[config.mk]
export PLATFORM = sky130hd
export DESIGN_NAME = sparc_branch_sequencer
export DESIGN_NICKNAME = d
export VERILOG_FILES = /design/src/rtl/sparc_br_pkg.sv /design/src/rtl/sparc_cond_eval.sv /design/src/rtl/sparc_branch_sequencer.sv
export SDC_FILE = /design/constraint.sdc
export NUM_CORES = 1
export LEC_CHECK = 0
export CAP_MARGIN = 20
export CORE_AREA = 5 5 142 144
export DETAILED_ROUTE_END_ITERATION = 10
export DIE_AREA = 0 0 147 149
export GPL_ROUTABILITY_DRIVEN = 0
export PLACE_DENSITY = 0.7
export SLEW_MARGIN = 20
export SYNTH_ARGS = -nofsm -noshare
export SYNTH_HDL_FRONTEND = slang
export SYNTH_SLANG_ARGS = --single-unit
[constraint.sdc]
create_clock -name Clk -period 3.5 [get_ports Clk]
set_input_delay 0.7 -clock Clk [delete_from_list [all_inputs] [get_ports Clk]]
set_output_delay 0.7 -clock Clk [all_outputs]
set_load 0.005 [all_outputs]
[src/rtl/sparc_br_pkg.sv]
// sparc_br_pkg: shared encodings for the SPARC V8 PC/nPC sequencer.
// Instruction field codes, condition codes, fcc codes and sequencer state.
package sparc_br_pkg;

  localparam logic [1:0] OP_BRANCH = 2'b00;
  localparam logic [1:0] OP_CALL   = 2'b01;
  localparam logic [1:0] OP_ARITH  = 2'b10;
  localparam logic [1:0] OP_MEM    = 2'b11;

  localparam logic [2:0] OP2_BICC  = 3'b010;
  localparam logic [2:0] OP2_SETHI = 3'b100;
  localparam logic [2:0] OP2_FBFCC = 3'b110;

  // Bicc names; FBfcc reuses the same 4-bit codes
  // (N,NE,LG,UL,L,UG,G,U,A,E,UE,GE,UGE,LE,ULE,O).
  localparam logic [3:0] COND_N   = 4'b0000;
  localparam logic [3:0] COND_E   = 4'b0001;
  localparam logic [3:0] COND_LE  = 4'b0010;
  localparam logic [3:0] COND_L   = 4'b0011;
  localparam logic [3:0] COND_LEU = 4'b0100;
  localparam logic [3:0] COND_CS  = 4'b0101;
  localparam logic [3:0] COND_NEG = 4'b0110;
  localparam logic [3:0] COND_VS  = 4'b0111;
  localparam logic [3:0] COND_A   = 4'b1000;
  localparam logic [3:0] COND_NE  = 4'b1001;
  localparam logic [3:0] COND_G   = 4'b1010;
  localparam logic [3:0] COND_GE  = 4'b1011;
  localparam logic [3:0] COND_GU  = 4'b1100;
  localparam logic [3:0] COND_CC  = 4'b1101;
  localparam logic [3:0] COND_POS = 4'b1110;
  localparam logic [3:0] COND_VC  = 4'b1111;

  localparam logic [1:0] FCC_E = 2'd0;
  localparam logic [1:0] FCC_L = 2'd1;
  localparam logic [1:0] FCC_G = 2'd2;
  localparam logic [1:0] FCC_U = 2'd3;

  typedef enum logic [1:0] {
    ST_RUN,
    ST_DSLOT,
    ST_ANNUL
  } seq_state_t;

endpackage

[src/rtl/sparc_cond_eval.sv]
// sparc_cond_eval: evaluates a Bicc cond against icc or an FBfcc cond against fcc.
// Ports: i_cond, i_icc {N,Z,V,C}, i_fcc, i_use_fcc (select fcc table), o_true.
module sparc_cond_eval
  import sparc_br_pkg::*;
(
  input  logic [3:0] i_cond,
  input  logic [3:0] i_icc,
  input  logic [1:0] i_fcc,
  input  logic       i_use_fcc,
  output logic       o_true
);

  logic w_n, w_z, w_v, w_c;
  logic w_e, w_l, w_g, w_u;
  logic w_icc_true;
  logic w_fcc_true;

  assign {w_n, w_z, w_v, w_c} = i_icc;

  assign w_e = (i_fcc == FCC_E);
  assign w_l = (i_fcc == FCC_L);
  assign w_g = (i_fcc == FCC_G);
  assign w_u = (i_fcc == FCC_U);

  always_comb begin
    w_icc_true = 1'b0;
    unique case (i_cond)
      COND_N:   w_icc_true = 1'b0;
      COND_E:   w_icc_true = w_z;
      COND_LE:  w_icc_true = w_z | (w_n ^ w_v);
      COND_L:   w_icc_true = w_n ^ w_v;
      COND_LEU: w_icc_true = w_c | w_z;
      COND_CS:  w_icc_true = w_c;
      COND_NEG: w_icc_true = w_n;
      COND_VS:  w_icc_true = w_v;
      COND_A:   w_icc_true = 1'b1;
      COND_NE:  w_icc_true = ~w_z;
      COND_G:   w_icc_true = ~(w_z | (w_n ^ w_v));
      COND_GE:  w_icc_true = ~(w_n ^ w_v);
      COND_GU:  w_icc_true = ~(w_c | w_z);
      COND_CC:  w_icc_true = ~w_c;
      COND_POS: w_icc_true = ~w_n;
      COND_VC:  w_icc_true = ~w_v;
    endcase
  end

  always_comb begin
    w_fcc_true = 1'b0;
    unique case (i_cond)
      4'b0000: w_fcc_true = 1'b0;
      4'b0001: w_fcc_true = w_l | w_g | w_u;
      4'b0010: w_fcc_true = w_l | w_g;
      4'b0011: w_fcc_true = w_u | w_l;
      4'b0100: w_fcc_true = w_l;
      4'b0101: w_fcc_true = w_u | w_g;
      4'b0110: w_fcc_true = w_g;
      4'b0111: w_fcc_true = w_u;
      4'b1000: w_fcc_true = 1'b1;
      4'b1001: w_fcc_true = w_e;
      4'b1010: w_fcc_true = w_u | w_e;
      4'b1011: w_fcc_true = w_g | w_e;
      4'b1100: w_fcc_true = w_u | w_g | w_e;
      4'b1101: w_fcc_true = w_l | w_e;
      4'b1110: w_fcc_true = w_u | w_l | w_e;
      4'b1111: w_fcc_true = w_e | w_l | w_g;
    endcase
  end

  assign o_true = i_use_fcc ? w_fcc_true : w_icc_true;

endmodule

[src/rtl/sparc_branch_sequencer.sv]
// sparc_branch_sequencer: SPARC V8 PC/nPC sequencer with delayed branch and annul.
// Ports: Clk, RESET, advance, ir, icc, fcc, trap_req, trap_vec -> pc, npc, annul_cur, cond_true, is_ba, is_bn, taken_cnt, annul_cnt.
module sparc_branch_sequencer
  import sparc_br_pkg::*;
#(
  parameter int                   ADDR_W   = 32,
  parameter logic [ADDR_W-1:0]    RESET_PC = '0,
  parameter int unsigned          FCC_EN   = 1,
  parameter int                   CNT_W    = 16
)(
  input  logic              Clk,
  input  logic              RESET,
  input  logic              advance,
  input  logic [31:0]       ir,
  input  logic [3:0]        icc,
  input  logic [1:0]        fcc,
  input  logic              trap_req,
  input  logic [ADDR_W-1:0] trap_vec,
  output logic [ADDR_W-1:0] pc,
  output logic [ADDR_W-1:0] npc,
  output logic              annul_cur,
  output logic              cond_true,
  output logic              is_ba,
  output logic              is_bn,
  output logic [CNT_W-1:0]  taken_cnt,
  output logic [CNT_W-1:0]  annul_cnt
);

  seq_state_t        r_state;
  logic [ADDR_W-1:0] r_pc;
  logic [ADDR_W-1:0] r_npc;
  logic [CNT_W-1:0]  r_taken_cnt;
  logic [CNT_W-1:0]  r_annul_cnt;

  logic [1:0]        w_op;
  logic              w_a;
  logic [3:0]        w_cond;
  logic [2:0]        w_op2;
  logic              w_is_bicc;
  logic              w_is_fbfcc;
  logic              w_is_call;
  logic              w_is_br;
  logic              w_cond_true;
  logic              w_taken;
  logic              w_annul_nxt;
  logic signed [31:0] w_disp;
  logic [ADDR_W-1:0] w_target;
  logic [ADDR_W-1:0] w_seq;

  assign w_op   = ir[31:30];
  assign w_a    = ir[29];
  assign w_cond = ir[28:25];
  assign w_op2  = ir[24:22];

  assign w_is_bicc  = (w_op == OP_BRANCH) && (w_op2 == OP2_BICC);
  assign w_is_fbfcc = (FCC_EN != 0) && (w_op == OP_BRANCH)
                      && (w_op2 == OP2_FBFCC);
  assign w_is_call  = (w_op == OP_CALL);
  assign w_is_br    = w_is_bicc | w_is_fbfcc;

  sparc_cond_eval u_cond (
    .i_cond    (w_cond),
    .i_icc     (icc),
    .i_fcc     (fcc),
    .i_use_fcc (w_is_fbfcc),
    .o_true    (w_cond_true)
  );

  assign cond_true = w_cond_true;
  assign is_ba     = w_is_br && (w_cond == COND_A);
  assign is_bn     = w_is_br && (w_cond == COND_N);

  // Byte displacement: disp30<<2 for CALL, sext(disp22)<<2 for branches.
  // The signed cast sign-extends when ADDR_W exceeds 32.
  assign w_disp   = w_is_call ? {ir[29:0], 2'b00}
                              : {{8{ir[21]}}, ir[21:0], 2'b00};
  assign w_target = r_pc + ADDR_W'(w_disp);
  assign w_seq    = r_npc + ADDR_W'(4);

  assign w_taken     = w_is_call | (w_is_br & w_cond_true);
  // BN,a and untaken conditionals annul their slot; BA,a annuls too.
  assign w_annul_nxt = w_is_br & w_a & (~w_taken | is_ba);

  always_ff @(posedge Clk) begin
    if (RESET) begin
      r_state     <= ST_RUN;
      r_pc        <= RESET_PC;
      r_npc       <= RESET_PC + ADDR_W'(4);
      r_taken_cnt <= '0;
      r_annul_cnt <= '0;
    end else if (trap_req) begin
      r_state <= ST_RUN;
      r_pc    <= trap_vec;
      r_npc   <= trap_vec + ADDR_W'(4);
    end else if (advance) begin
      r_pc <= r_npc;
      if (r_state == ST_ANNUL) begin
        // Annulled instruction is skipped, never decoded as a CTI.
        r_npc   <= w_seq;
        r_state <= ST_RUN;
        if (r_annul_cnt != '1)
          r_annul_cnt <= r_annul_cnt + CNT_W'(1);
      end else begin
        r_npc <= w_taken ? w_target : w_seq;
        if (w_taken && (r_taken_cnt != '1))
          r_taken_cnt <= r_taken_cnt + CNT_W'(1);
        if (w_annul_nxt)
          r_state <= ST_ANNUL;
        else if (w_taken)
          r_state <= ST_DSLOT;
        else
          r_state <= ST_RUN;
      end
    end
  end

  assign pc        = r_pc;
  assign npc       = r_npc;
  assign annul_cur = (r_state == ST_ANNUL);
  assign taken_cnt = r_taken_cnt;
  assign annul_cnt = r_annul_cnt;

endmodule

* After elaboration in Yosys (flattened, before gate mapping)
Index checks and enable logic that the tools add are counted.
** Operators by class
- Bitwise gates (word level) :: 29
- Multiply operators :: 0
- Muxes and demuxes :: 13
- Eq/ne operators :: 24
- Shifts and indexed selects :: 0
- Div/mod/pow operators :: 0
- Reduce and logical (&&, ||, !) cells :: 12
- $add $sub $neg :: 5
- Magnitude comparators :: 0
** Operators by type and width (number)
- $mux W32 :: 7
- $add A32 B3 Y32 const B :: 2
- $add A16 B1 Y16 const B :: 2
- $add A32 B32 Y32 :: 1
- $eq A4 B4 Y1 const B :: 8
- $ne A16 B16 Y1 const B :: 2
- $pmux W1 S16 :: 2
- $eq A4 B3 Y1 const B :: 4
- $or A1 B1 Y1 :: 15
- $not A1 Y1 :: 10
- $eq A4 B2 Y1 const B :: 2
- $reduce_and A4 Y1 :: 2
- $eq A2 B2 Y1 const B :: 3
- $logic_and A1 B1 Y1 :: 5
- $eq A2 B1 Y1 const B :: 2
- $eq A4 B1 Y1 const B :: 1
- $logic_not A2 Y1 :: 2
- $logic_not A4 Y1 :: 1
- $mux W2 :: 2
- $and A1 B1 Y1 :: 3
- $eq A3 B2 Y1 const B :: 1
- $eq A3 B3 Y1 const B :: 1
- $mux W1 :: 2
- $reduce_bool A2 Y1 :: 1
- 2 further kinds :: 2
** Word-level totals
- Register bits :: 98
- Bits in latches :: 0
- Word-level logic and storage cells :: 88
- RAM bits :: 0
- ROM bits :: 0
- Memories :: 0
- Bits of input ports :: 74
- Output and inout port bits :: 100

* Depth between registers and ports, before layout
Gate-level depths: netlist of the first run.
- Depth after elaboration :: 12
- Mapped depth :: 13
- Depth with buffers taken out :: 12

* By module
From an unflattened synthesis of the first run, not the netlist that was laid out.
** Second synthesis, totals
- Cell total of the unflattened synthesis :: 1035
- Area, all modules :: 7734.9 sq um
** Modules (own cells, without submodules)
- sparc_branch_sequencer :: area an instance 7264.5 sq um, times used 1, cells each 971, seq. area each 1961.9 sq um
- sparc_cond_eval :: area an instance 470.5 sq um, times used 1, cells each 64, seq. area each 0.0 sq um

* Worst setup path after synthesis of the first run
No wires, ideal clock.
- Kind :: input port to flip-flop
- From :: in ir[0]
- To :: reg r_npc[30] (netlist: npc[30])
- Setup time :: 88 ps
- Slack :: -42 ps
- Cell stages on the path :: 12
- Path buffers :: 0
- Data required time :: 3412 ps
- Arrival :: 3454 ps
- Path through :: ha_1 > inv_1 > fa_1 > nand2b_1 > a21oi_1 > o41a_1 > a311o_1 > a41o_1 > a31oi_4 > o221ai_2 > or4b_1 > a311oi_2
** On the way
- Cells in the longest elaborated chain, start to end :: 6
** RTL lines
- start: declaration :: RTL line sparc_branch_sequencer.sv:14 : input logic [31:0] ir,
- $mux W32 :: RTL line sparc_branch_sequencer.sv:75 : assign w_disp = w_is_call ? {ir[29:0], 2'b00}
- $add A32 B32 Y32 :: RTL line sparc_branch_sequencer.sv:77 : assign w_target = r_pc + ADDR_W'(w_disp);
- $mux W32 :: RTL line sparc_branch_sequencer.sv:104 : r_npc <= w_taken ? w_target : w_seq;
- $mux W32 :: RTL line sparc_branch_sequencer.sv:97 : if (r_state == ST_ANNUL) begin
- $mux W32 :: RTL line sparc_branch_sequencer.sv:95 : end else if (advance) begin
- $mux W32 :: RTL line sparc_branch_sequencer.sv:91 : end else if (trap_req) begin
- end signal: assignment :: RTL line sparc_branch_sequencer.sv:94 : r_npc <= trap_vec + ADDR_W'(4);
- end signal: assignment :: RTL line sparc_branch_sequencer.sv:99 : r_npc <= w_seq;
- end signal: assignment :: RTL line sparc_branch_sequencer.sv:104
- end: declaration :: RTL line sparc_branch_sequencer.sv:31 : logic [ADDR_W-1:0] r_npc;
No other way between the ends. The select of a mux whose other input is x is not followed.
A chain may end at the register's enable or synchronous reset.

* Final worst setup path of the first run
- From :: in ir[30]
- To :: reg r_npc[31] (netlist: npc[31])
** On the way
- Cells in the longest elaborated chain, start to end :: 9
- Elaborated cells on any way between the ends :: 14
- Classes of those cells :: add/sub: 1; eq/ne: 1; mux: 6; bitwise: 3; reduce/logical: 3
** RTL lines (RTL line)
- parallel branches: the longest is 5 deep, another holds $add A32 B32 Y32
- $mux W32 * :: sparc_branch_sequencer.sv:104
- $mux W32 * :: sparc_branch_sequencer.sv:97
- $mux W32 * :: sparc_branch_sequencer.sv:95
- $mux W32 * :: sparc_branch_sequencer.sv:91
Every way passes the cells marked *. The select of a mux whose other input is x is not followed.

==> impl_metrics.tcl, run 1 <==
set metrics [dict create \
    status "finished, final reports clean" \
    wl_per_cell_um 17.3 \
    clk_pin_slew_ps 80 \
    critical_path.cell_chain "clkdlybuf4s50_1 -> nor2b_2 -> buf_4 -> a21o_1 -> ha_1 -> a2111oi_2 -> inv_1 -> or2_2 -> o32ai_2 -> buf_4 -> o31ai_1 -> xnor2_1 -> a21oi_1 -> nor3_1" \
    drt_wl_total_um 24800 \
    use_met2 0.361 \
    vias 8059 \
    synth_top_family_by_area "simple AND/OR/NAND/NOR gates" \
    design.core.area_um2 18600 \
    critPathMaxStageDelay_ps 420 \
    slew_headroom 0.563 \
    use_met3 0.0359 \
    antenna_found_initial 2 \
    placed_cells 1417 \
    crit_top_cell "buf_4" \
    start_util 0.397 \
    yosysTopAreaCell "dfxtp_1" \
    synth_compound_area_frac 0.223 \
    synth-main-ff-cell "dfxtp_1" \
    cp_top_family "compound AO/OA/AOI/OAI gates" \
    tightestPinTransition_ps 655 \
    synth_fa_ha_area_frac 0.0654 \
    rsz0062_at_grt "no" \
    finish.utilization 0.558 \
    gr-usage-met1 0.293 \
    synth_xor_area_frac 0.106 \
    nFillCells 1746 \
    diodes 0 \
    ant_nets 0 \
    synthTopCellsByArea "dfxtp_1, nor2_1, a21oi_1, ha_1, xnor2_1" \
    drt_iter0_drc 697 \
    die_y_um 149 \
    grt_pass1_vias 7675 \
    p_leak_uw 0.00415 \
    cp_slowest_cell "clkdlybuf4s50_1" \
    drive_gt1_frac 0.126 \
    irDropWorstVdd_mv 0.243 \
    maxSlewViolCount 0 \
    cp_max_fo 4 \
    syn_inst 973 \
    ys_seq_area_frac 0.266 \
    synth.avg_cell_area_um2 7.58 \
    io_pins 174 \
    cts_tree "built" \
    setup_viol_count_final 0 \
    remaining_drc_errors 0 \
    clock-sinks 98 \
    synth-async-reset-ratio 0 \
    synthSimpleGateAreaFrac 0.245 \
    layout.nets 1310 \
    hold_viol_final 0 \
    power_density_nw_per_um2 310 \
    setup-tns-final_ps 0 \
    start_kind "input pin" \
    hold_ws_ps 452 \
    numCtsBuffers 9 \
    yosys-top-cells-count "nor2_1, dfxtp_1, a21oi_1" \
    grt_max_degree 62 \
    synth_edf_count 0 \
    synth-seq-cells 98 \
    grt_pass1_wl_um 39600 \
    drv_cap 0 \
    synth_top_area_share 0.266 \
    root_buffer "clkbuf_16" \
    ys_types 63 \
    portBuffers 173 \
    crit_arrival_ps 3670 \
    cp.depth 14 \
    clock_path_buffers 2 \
    min_period_over_period 0.968 \
    dieArea_um2 21900 \
    vias_per_cell 5.61 \
    hp-class "flip-flop to flip-flop" \
    stdcell_count 1437 \
    synth_area_um2 7380 \
    chipWidth_um 147 \
    synth_most_common_cell "nor2_1" \
    area_growth_pct 40.6 \
    track_usage 0.217 \
    min_period_ps 3390 \
    fmax_ghz 0.295 \
    synthMuxAreaShare 0.0531 \
    grt_most_used_layer "met2" \
    row_count 50 \
    ff2ff_path_depth 12 \
    first_pass_iters 5 \
    clk_latency_ps 360 \
    worstSetupPathType "input pin to flip-flop" \
    place_hpwl_um 18700 \
    overflow 0 \
    syn-num-nets 1085 \
    path_buf_inv 4 \
    ctsHtreeMaxLevel 3 \
    critPathCaptureType "flip-flop" \
    worst-endpoint-required_ps 3780 \
    fin_skew_ps 8.63 \
    hold_path_depth 2 \
    yosys_warnings 0 \
]
-- path summary, 6_finish.rpt --
path / startpoint / end / slack (ps)
max: ir[30] / npc[31] / 110
min: r_state[1] / r_state[1] / 450
max reg2reg: pc[2] / npc[30] / 330
min reg2reg: r_state[1] / r_state[1] / 450
-- per-stage QoR --
step | area (um^2) | setup WS (ps) | power, uW
4_1_cts | 10300 | -35.4 | 3210
2_1_floorplan | 7380 | 35.2 | 1740
6_report | 10400 | 113 | 3220
5_1_grt | 10400 | 1.04 | 3370
3_5_place_dp | 9910 | -524 | 2200
3_3_place_gp | 9910 | -456 | 2190
-- layer usage --
metal	share of wire	vias up
met5	0.0010	-
met4	0.016	4
met3	0.071	27
met2	0.46	279
met1	0.45	3793
li1	-	3956
-- state kept, by name (all words and copies together) (netlist names) --
signal     count
taken_cnt     16
r_state        2
annul_cnt     16
pc            32
npc           32
-- report_power, final --
group          internal (uW)  switching [uW]  leakage, uW
clock network            495             507     0.000131
logic                    498             466      0.00321
registers               1170            82.9     0.000805
-- logic make-up (layout without fill, tap and decap cells) --
logic type | after synthesis | count (layout)
buf+inv | 81 | 311
fa+ha+maj | 38 | 38
flops | 98 | 98
simple gates | 376 | 376
compound gates | 252 | 252
xor+xnor | 89 | 89
mux | 39 | 39
-- worst min-delay path, stage by stage (launching register included) --
cell	delay, ps
dfxtp_1	310
nand2_1	50
a21oi_1	50
-- layout by cell type, fill, tap and decap left out, drive strengths merged, types with 10 or more instances in the layout --
master and count:
clkdlybuf4s50 161, nor2 141, dfxtp 98, buf 98
a21oi 94, nand2 63, xnor2 51, nand3 49
o21ai 42, mux2i 38, xor2 38, ha 37
inv 30, and3 25, nand4 18, nor3 16
a211oi 15, a21o 14, nor2b 12, o211ai 11
a31oi 11, and2 10
-- layout make-up --
type                       instances  area, um^2  share of cell area
clock buffer                       9         225              0.0217
clock inverter                     7        60.1             0.00579
inverter                          27         101             0.00977
multi-input combinational        794        5250               0.506
sequential                        98        1960               0.189
tap                              234         293              0.0282
timing repair buffer             268        2480               0.239
-- timing repair --
action / CTS / global route
buffers inserted: 3 / 1
endpoints found under the setup margin: 6 / 17
hold buffers: 0 / 0
pin swaps: 10 / 16
resized for setup: 15 / 23
No activity file was read; power rests on OpenSTA's default activity.
==> run 2: changes to the inputs <==
--- a/config.mk
+++ b/config.mk
@@ -7,10 +7,12 @@
 export LEC_CHECK = 0
 export CAP_MARGIN = 20
 export CORE_AREA = 5 5 142 144
+export CTS_BUF_LIST = sky130_fd_sc_hd__clkbuf_8
 export DETAILED_ROUTE_END_ITERATION = 10
 export DIE_AREA = 0 0 147 149
 export GPL_ROUTABILITY_DRIVEN = 0
 export PLACE_DENSITY = 0.7
+export SKIP_LAST_GASP = 1
 export SLEW_MARGIN = 20
 export SYNTH_ARGS = -nofsm -noshare
 export SYNTH_HDL_FRONTEND = slang
==> run 2 against run 1 <==
Against the previous run: sequential power about the same; clock power down 25%; maximum frequency down 1.2%; worst hold slack improved by 5.9 ps; critical path type unchanged; critical endpoint is now npc[30]; largest cell class unchanged; highest routed layer unchanged.
==> impl_metrics.tcl, run 2 (same netlist as run 1, synthesis figures left out) <==
set metrics [dict create \
    worst-endpoint-required_ps 3820 \
    fin_skew_ps 14.3 \
    io_pins 174 \
    design.core.area_um2 18600 \
    first_pass_iters 5 \
    cts_tree "built" \
    worstSetupPathType "input pin to flip-flop" \
    drt_wl_total_um 24600 \
    vias_per_cell 5.61 \
    wl_per_cell_um 17.1 \
    path_buf_inv 1 \
    tightestPinTransition_ps 735 \
    clk_pin_slew_ps 110 \
    ctsHtreeMaxLevel 3 \
    final_area_um2 10200 \
    min_period_over_period 0.980 \
    antenna_found_initial 2 \
    critPathCaptureType "flip-flop" \
    drv_cap 0 \
    slew_headroom 0.509 \
    hold_ws_ps 458 \
    clk_latency_ps 400 \
    area_growth_pct 38.8 \
    stdcell_count 1438 \
    track_usage 0.217 \
    vias 8073 \
    die_y_um 149 \
    cp_top_family "compound AO/OA/AOI/OAI gates" \
    total_power_uw 2960 \
    start_kind "input pin" \
    clock-sinks 98 \
    overflow 0 \
    crit_arrival_ps 3750 \
    portBuffers 173 \
    setup_viol_count_final 0 \
    chipWidth_um 147 \
    row_count 50 \
    grt_pass1_wl_um 39400 \
    cp_slowest_cell "or4b_4" \
    status "finished, final reports clean" \
    grt_pass1_vias 7619 \
    p_leak_uw 0.00409 \
    dieArea_um2 21900 \
    numCtsBuffers 9 \
    hp-class "flip-flop to flip-flop" \
    power_density_nw_per_um2 289 \
    place_hpwl_um 18700 \
    ant_nets 0 \
    post-place-ws_ps -524 \
    layout_common_cells "clkdlybuf4s50_1, nor2_1, dfxtp_1, a21oi_1, buf_4" \
    maxSlewViolCount 0 \
    hold_viol_final 0 \
    cp_max_fo 3 \
    clock_path_buffers 2 \
    placed_cells 1417 \
    fmax_ghz 0.292 \
    nFillCells 1771 \
    layout_commonest_cell "clkdlybuf4s50_1" \
    drt_iter0_drc 667 \
    critical_path.cell_chain "clkdlybuf4s50_1 -> ha_1 -> o211ai_1 -> a21oi_2 -> o41a_1 -> a311o_1 -> a41o_1 -> a31oi_4 -> o221ai_2 -> or4b_4 -> a311oi_2" \
    layout.nets 1311 \
    grt_max_degree 62 \
    critPathMaxStageDelay_ps 490 \
    place_area_um2 9910 \
    start_util 0.397 \
    irDropWorstVdd_mv 0.249 \
    remaining_drc_errors 0 \
    drive_gt1_frac 0.121 \
    min_period_ps 3430 \
    root_buffer "clkbuf_8" \
    diodes 0 \
    setup_ws_ps 71.7 \
]
-- run 2: changes by cell type in the layout (fill, tap and decap cells not counted), moves of 2 or more --
cell             change
clkbuf_16            -9
clkbuf_8             +9
clkdlybuf4s50_1      +3
ha_1                 +3
dlygate4sd2_1        -2
dlymetal6s2s_1       -2
ha_4                 -2
-- run 2: what timing repair did --
action	in CTS	in global routing
setup endpoints to repair	3	15
gates resized for setup	12	19
hold buffers	0	0
hold endpoints to repair	0	0
setup buffers	3	2
pin swaps	11	18
-- run 2: power breakdown --
| group | internal, uW | total, uW | switching, uW |
|---|---|---|---|
| Clock | 270 | 748 | 478 |
| Combinational | 498 | 961 | 463 |
| Sequential | 1170 | 1250 | 82.1 |
-- run 2: tightest hold or removal path: cells and delay by family, from the launching register on --
family | cells | cell delay, ps
flops | 1 | 320
simple gates | 1 | 50
compound gates | 1 | 50
-- run 2: layer usage --
layer / routed length [um] / vias to the layer above / global-route usage
li1: - / 3954 / -
met5: 25 / - / 0
met4: 410 / 4 / 0.0596
met2: 11400 / 283 / 0.359
met3: 1740 / 31 / 0.0349
met1: 11000 / 3801 / 0.294
-- run 2: layout make-up --
| type | instances | area (um^2) | area share |
|---|---|---|---|
| multi-input combinational | 794 | 5220 | 0.510 |
| timing repair buffer | 269 | 2480 | 0.242 |
| clock inverter | 7 | 60.1 | 0.00586 |
| clock buffer | 9 | 124 | 0.0121 |
| tap | 234 | 293 | 0.0286 |
| inverter | 27 | 101 | 0.00989 |
| sequential | 98 | 1960 | 0.192 |
-- run 2: stage by stage --
stage                util  setup TNS (ps)
detailed placement  0.534           -8930
CTS                 0.547               0
floorplan               -               0
finish              0.551               0
global route        0.551           -9.74
global placement    0.534           -7250
-- run 2: final timing paths --
path | start | end | slack (ps) | depth (start not counted)
hold reg to reg | r_state[1] | r_state[1] | 460 | 2
setup reg to reg | pc[2] | npc[30] | 350 | 12
setup / recovery | ir[4] | npc[30] | 70 | 11
hold / removal | r_state[1] | r_state[1] | 460 | 2
